<file path="config.mk">
export PLATFORM = sky130hd
export DESIGN_NAME = dsp_sequencer
export DESIGN_NICKNAME = d
export VERILOG_FILES = /design/src/rtl/dsp_sequencer.sv
export SDC_FILE = /design/constraint.sdc
export NUM_CORES = 1
export LEC_CHECK = 0
export CORE_MARGIN = 2
export CORE_UTILIZATION = 52
export DETAILED_ROUTE_END_ITERATION = 12
export PLACE_DENSITY = 0.92
export REMOVE_ABC_BUFFERS = 1
export SYNTH_ARGS = -nofsm -noshare
export SYNTH_HDL_FRONTEND = slang
export SYNTH_SLANG_ARGS = --single-unit
</file>
<file path="constraint.sdc">
create_clock -name clk -period 3.6 [get_ports clk]
set_clock_uncertainty 0.15 [all_clocks]
set_input_delay 0.72 -clock clk [delete_from_list [all_inputs] [get_ports clk]]
set_output_delay 0.72 -clock clk [all_outputs]
set_load 0.02 [all_outputs]
</file>
<file path="src/rtl/dsp_sequencer.sv">
// Instruction sequencer for a small DSP core: fetches one or two program words, waits one
// decode cycle, then runs a one- or multi-cycle EXEC phase that ends in a single ex_en strobe.
module dsp_sequencer #(
  parameter int unsigned PC_W       = 12,
  parameter int unsigned MPY_CYCLES = 2
) (
  input  logic            clk,
  input  logic            reset,
  input  logic            start,
  input  logic            halt_req,
  input  logic [15:0]     pm_rdata,
  input  logic            pm_ready,
  input  logic [1:0]      pc_sel,
  input  logic            multi_cycle,
  output logic            pm_req,
  output logic [PC_W-1:0] pm_addr,
  output logic [15:0]     instr,
  output logic            ex_en,
  output logic            busy,
  output logic            halted,
  output logic [15:0]     retired
);

  typedef enum logic [2:0] {
    StIdle,
    StFetch,
    StDecode,
    StOpfetch,
    StExec,
    StHalted
  } state_e;

  // The counter is loaded with cycles-remaining-after-this-one, so zero marks the final cycle.
  localparam logic [3:0] CntLoad = 4'(MPY_CYCLES - 1);

  state_e          state_q, state_d;
  logic [PC_W-1:0] pc_q, pc_d;
  logic [PC_W-1:0] target_q, target_d;
  logic [15:0]     instr_q, instr_d;
  logic [15:0]     retired_q, retired_d;
  logic [3:0]      cnt_q, cnt_d;
  logic [1:0]      sel_q, sel_d;
  logic            multi_q, multi_d;
  logic            halt_q, halt_d;
  logic            in_flight;

  logic            pm_req_q, pm_req_d;
  logic [PC_W-1:0] pm_addr_q, pm_addr_d;
  logic            ex_en_q, ex_en_d;
  logic            busy_q, busy_d;
  logic            halted_q, halted_d;

  assign in_flight = (state_q == StFetch) || (state_q == StDecode) ||
                     (state_q == StOpfetch) || (state_q == StExec);

  always_comb begin
    state_d   = state_q;
    pc_d      = pc_q;
    target_d  = target_q;
    instr_d   = instr_q;
    retired_d = retired_q;
    cnt_d     = cnt_q;
    sel_d     = sel_q;
    multi_d   = multi_q;
    halt_d    = halt_q | (halt_req & in_flight);

    unique case (state_q)
      StIdle: begin
        if (start) begin
          state_d = StFetch;
          pc_d    = '0;
          halt_d  = halt_req;
        end
      end
      StHalted: begin
        if (start) begin
          state_d = StFetch;
        end
      end
      StFetch: begin
        if (pm_ready) begin
          instr_d = pm_rdata;
          state_d = StDecode;
        end
      end
      StDecode: begin
        sel_d   = pc_sel;
        multi_d = multi_cycle;
        if (pc_sel == 2'b10) begin
          state_d = StOpfetch;
        end else begin
          state_d = StExec;
          cnt_d   = multi_cycle ? CntLoad : 4'd0;
        end
      end
      StOpfetch: begin
        if (pm_ready) begin
          target_d = pm_rdata[PC_W-1:0];
          state_d  = StExec;
          cnt_d    = multi_q ? CntLoad : 4'd0;
        end
      end
      StExec: begin
        if (cnt_q != 4'd0) begin
          cnt_d = cnt_q - 4'd1;
        end else begin
          retired_d = retired_q + 16'd1;
          case (sel_q)
            2'b10:   pc_d = target_q;
            2'b00:   pc_d = pc_q;
            default: pc_d = pc_q + PC_W'(1);
          endcase
          if (halt_q || halt_req) begin
            state_d = StHalted;
            halt_d  = 1'b0;
          end else begin
            state_d = StFetch;
          end
        end
      end
      default: begin
        state_d = StIdle;
      end
    endcase
  end

  // Outputs are decoded from the next state so they come straight out of flops.
  always_comb begin
    pm_req_d  = (state_d == StFetch) || (state_d == StOpfetch);
    pm_addr_d = (state_d == StOpfetch) ? (pc_d + PC_W'(1)) : pc_d;
    ex_en_d   = (state_d == StExec) && (cnt_d == 4'd0);
    busy_d    = (state_d == StFetch) || (state_d == StDecode) ||
                (state_d == StOpfetch) || (state_d == StExec);
    halted_d  = (state_d == StHalted);
  end

  always_ff @(posedge clk) begin
    if (reset) begin
      state_q   <= StIdle;
      pc_q      <= '0;
      target_q  <= '0;
      instr_q   <= 16'h0000;
      retired_q <= 16'h0000;
      cnt_q     <= 4'd0;
      sel_q     <= 2'b11;
      multi_q   <= 1'b0;
      halt_q    <= 1'b0;
      pm_req_q  <= 1'b0;
      pm_addr_q <= '0;
      ex_en_q   <= 1'b0;
      busy_q    <= 1'b0;
      halted_q  <= 1'b0;
    end else begin
      state_q   <= state_d;
      pc_q      <= pc_d;
      target_q  <= target_d;
      instr_q   <= instr_d;
      retired_q <= retired_d;
      cnt_q     <= cnt_d;
      sel_q     <= sel_d;
      multi_q   <= multi_d;
      halt_q    <= halt_d;
      pm_req_q  <= pm_req_d;
      pm_addr_q <= pm_addr_d;
      ex_en_q   <= ex_en_d;
      busy_q    <= busy_d;
      halted_q  <= halted_d;
    end
  end

  assign pm_req  = pm_req_q;
  assign pm_addr = pm_addr_q;
  assign instr   = instr_q;
  assign ex_en   = ex_en_q;
  assign busy    = busy_q;
  assign halted  = halted_q;
  assign retired = retired_q;

endmodule

</file>
==> results of run 1 <==
## sequential cells by signal, indices dropped and copies added, names as in the netlist
| signal | count |
|---|---|
| pm_addr | 12 |
| halt_q | 1 |
| cnt_q | 4 |
| pc_q | 12 |
| multi_q | 1 |
| halted | 1 |
| state_q | 3 |
| busy | 1 |
| pm_req | 1 |
| target_q | 12 |
| retired | 16 |
| instr | 16 |
| ex_en | 1 |
| sel_q | 2 |
## cell usage in the layout (no fill, tap or decap), types with 4 or more instances in the layout
cell	n
nand2_1	88
dfxtp_1	83
clkdlybuf4s50_1	70
nor2_1	49
a21oi_1	48
o21ai_0	19
xor2_1	13
nor3_1	11
nand3_1	11
nor2b_1	11
clkbuf_8	10
nand4_1	9
inv_1	8
xnor2_1	7
buf_4	7
and3_1	5
nand2b_1	5
a211oi_1	4
ha_1	4
## power breakdown
part	leakage (nW)	internal, W	switching (W)	total (W)
Combinational	1.00	0.0000838	0.000105	0.000189
Sequential	0.671	0.000936	0.0000186	0.000955
Clock	0.0922	0.000342	0.000340	0.000682
Total	1.76	0.00136	0.000464	0.00183
## stage by stage
step	utilization [%]	hold slack [ns]	total power (W)	std cells	worst slack, ns
detailed placement	64.0	0.299	0.00116	620	0.0270
finish	66.9	0.307	0.00183	636	0.406
global route	66.9	0.332	0.00188	636	0.140
CTS	66.9	0.310	0.00183	636	0.408
floorplan	-	0.275	0.00106	442	0.827
global placement	64.0	0.292	0.00116	620	0.174
## area by class of cell
type | instances | area [µm²]
clock buffers | 11 | 141
clock inverters | 5 | 61.3
fillers | 602 | 2360
inverters | 8 | 30.0
multi-input cells | 351 | 1980
flip-flops and latches | 83 | 1660
well taps | 99 | 124
repair buffers | 79 | 778
## kinds of logic after synthesis
family / after synthesis / share of synthesized area [%]
AOI/OAI and AO/OA: 104 / 17.1
xor gates and xnor gates: 20 / 4.64
adders and majority gates: 4 / 1.33
buffers and inverters: 32 / 3.78
DFF: 83 / 44.0
muxes: 5 / 1.39
and+or+nand+nor: 218 / 27.8
## worst max-delay path: stages
cell and delay, ns:
clkdlybuf4s50_1 0.46, nor4b_1 0.20, a21oi_1 0.54, nand2_1 0.10
o21ai_0 0.16, ha_1 0.23, and3_4 0.21, nand4_4 0.13
or3_1 0.42, a21oi_1 0.16
## worst paths after layout
path                    startpoint                     to  slack, ns  cells past startpoint
max                          start  pm_addr[8]$_SDFF_PP0_       0.41                     10
min          instr[2]$_SDFFE_PP0P_  instr[2]$_SDFFE_PP0P_       0.31                      2
max reg2reg    cnt_q[0]$_SDFF_PP0_  pm_addr[8]$_SDFF_PP0_       0.42                     12
min reg2reg  instr[2]$_SDFFE_PP0P_  instr[2]$_SDFFE_PP0P_       0.31                      2
## routing by layer
layer | GRT usage [%] | wire length (µm) | up-vias
li1 | - | - | 1741
met1 | 29.4 | 4110 | 1646
met5 | 0 | 0 | -
met2 | 43.1 | 4710 | 115
met3 | 4.62 | 492 | 23
met4 | 11.4 | 234 | 0
==> impl_metrics.py, run 1 <==
metrics = {
    "outcome": {
        "status": "complete, no violations",
    },
    "grt": {
        "grt.total_usage_pct": 24.7,
        "grt_remaining_overflow": 0,
        "first_global_vias": 3381,
        "grt_start_max_net_pins": 44,
        "grt_pass1_wl_um": 15400,
        "antenna_found_initial": 0,
    },
    "sta": {
        "fin_tns_setup_ns": 0,
        "setup_violations": 0,
        "finalCritPeriodShare_pct": 88.7,
        "slew-limit-headroom_pct": 48.1,
        "slew_viol_final": 0,
        "rsz0062_at_grt": "false",
        "finalHoldViolCount": 0,
        "max_freq_ghz": 0.313,
        "fin_crit_ns": 3.19,
        "worstMarginPinSlew_ns": 0.775,
    },
    "yosys": {
        "yosys_warnings": 0,
        "avgSynthCellArea_um2": 8.10,
        "synthCells": 466,
        "synthTopCellsByArea": "dfxtp_1 (44%), nand2_1 (8.8%), a21oi_1 (6.4%)",
        "synth_top_area_share_pct": 44.0,
        "syn_area_um2": 3770,
        "async_reset_ff_share_pct": 0,
        "yosysMostFrequentCell": "nand2_1",
        "ys_ff_latch": 83,
        "synth_ff_type": "dfxtp_1",
        "synth_seq_area_share_pct": 44.0,
        "yosysUniqueCellTypes": 59,
        "synth_enable_flop_cells": 0,
        "yosysTopAreaCell": "dfxtp_1",
        "synth_commonest_cells": "nand2_1 (88), dfxtp_1 (83), nor2_1 (49)",
    },
    "run": {
        "maxCapViolations": 0,
    },
    "cells_and_area": {
        "final_area_um2": 4770,
        "layout-drive-gt1-share_pct": 7.26,
        "num_antenna_cells": 0,
        "fin_nets": 560,
        "area_growth_pct": 26.4,
    },
    "routing": {
        "avgViaCountPerCell": 5.54,
        "ant_nets": 0,
        "postRouteWirelength_um": 9550,
        "firstDrtPassIters": 4,
        "first_iter_violations": 245,
        "vias": 3525,
        "drc": 0,
        "wire_per_inst_um": 15.0,
    },
    "floorplanning": {
        "die_w_um": 89.2,
        "die_height_um": 89.2,
        "initial_utilization_pct": 52.9,
        "ioPinCount": 72,
        "coreArea_um2": 7140,
        "rows": 31,
        "die_area_um2": 7960,
    },
    "clock_network": {
        "clockBufferDepth": 2,
        "clock-sinks": 83,
        "numCtsBuffers": 9,
        "path_clk_slew_ns": 0.09,
        "root_buffer": "clkbuf_8",
        "clock_latency_ns": 0.36,
        "cts_resized": 0,
        "cts_tree": "done",
        "holdBufCountCts": 0,
        "htreeDepth": 3,
        "cts_setup_buffers": 0,
    },
    "placed_design": {
        "portBuffers": 71,
        "hpwl_um": 6850,
        "gp_congestion": 0.922,
        "place_area_um2": 4570,
    },
    "power_and_ir_drop": {
        "powerDensity_nw_per_um2": 383,
        "max-vdd-ir-drop_mv": 0.261,
        "p_leak_nw": 1.76,
    },
    "critical_path": {
        "worst-endpoint-arrival_ns": 3.32,
        "critPathMaxFanout": 8,
        "crit_type": "primary input to flop",
        "cp.required_ns": 3.73,
        "setup.worst_path.start_class": "primary input",
        "endpoint_kind": "flop",
    },
    "worst_hold_path": {
        "hp-class": "flop to flop",
    },
}
Note: power is estimated with default switching activity, not from simulation.
==> inputs of run 2 (changes only) <==
Settings changed: SKIP_LAST_GASP set to 1.
==> results of run 2 <==
Same layout as run 1: the final DEF is identical, and so are final timing and power.
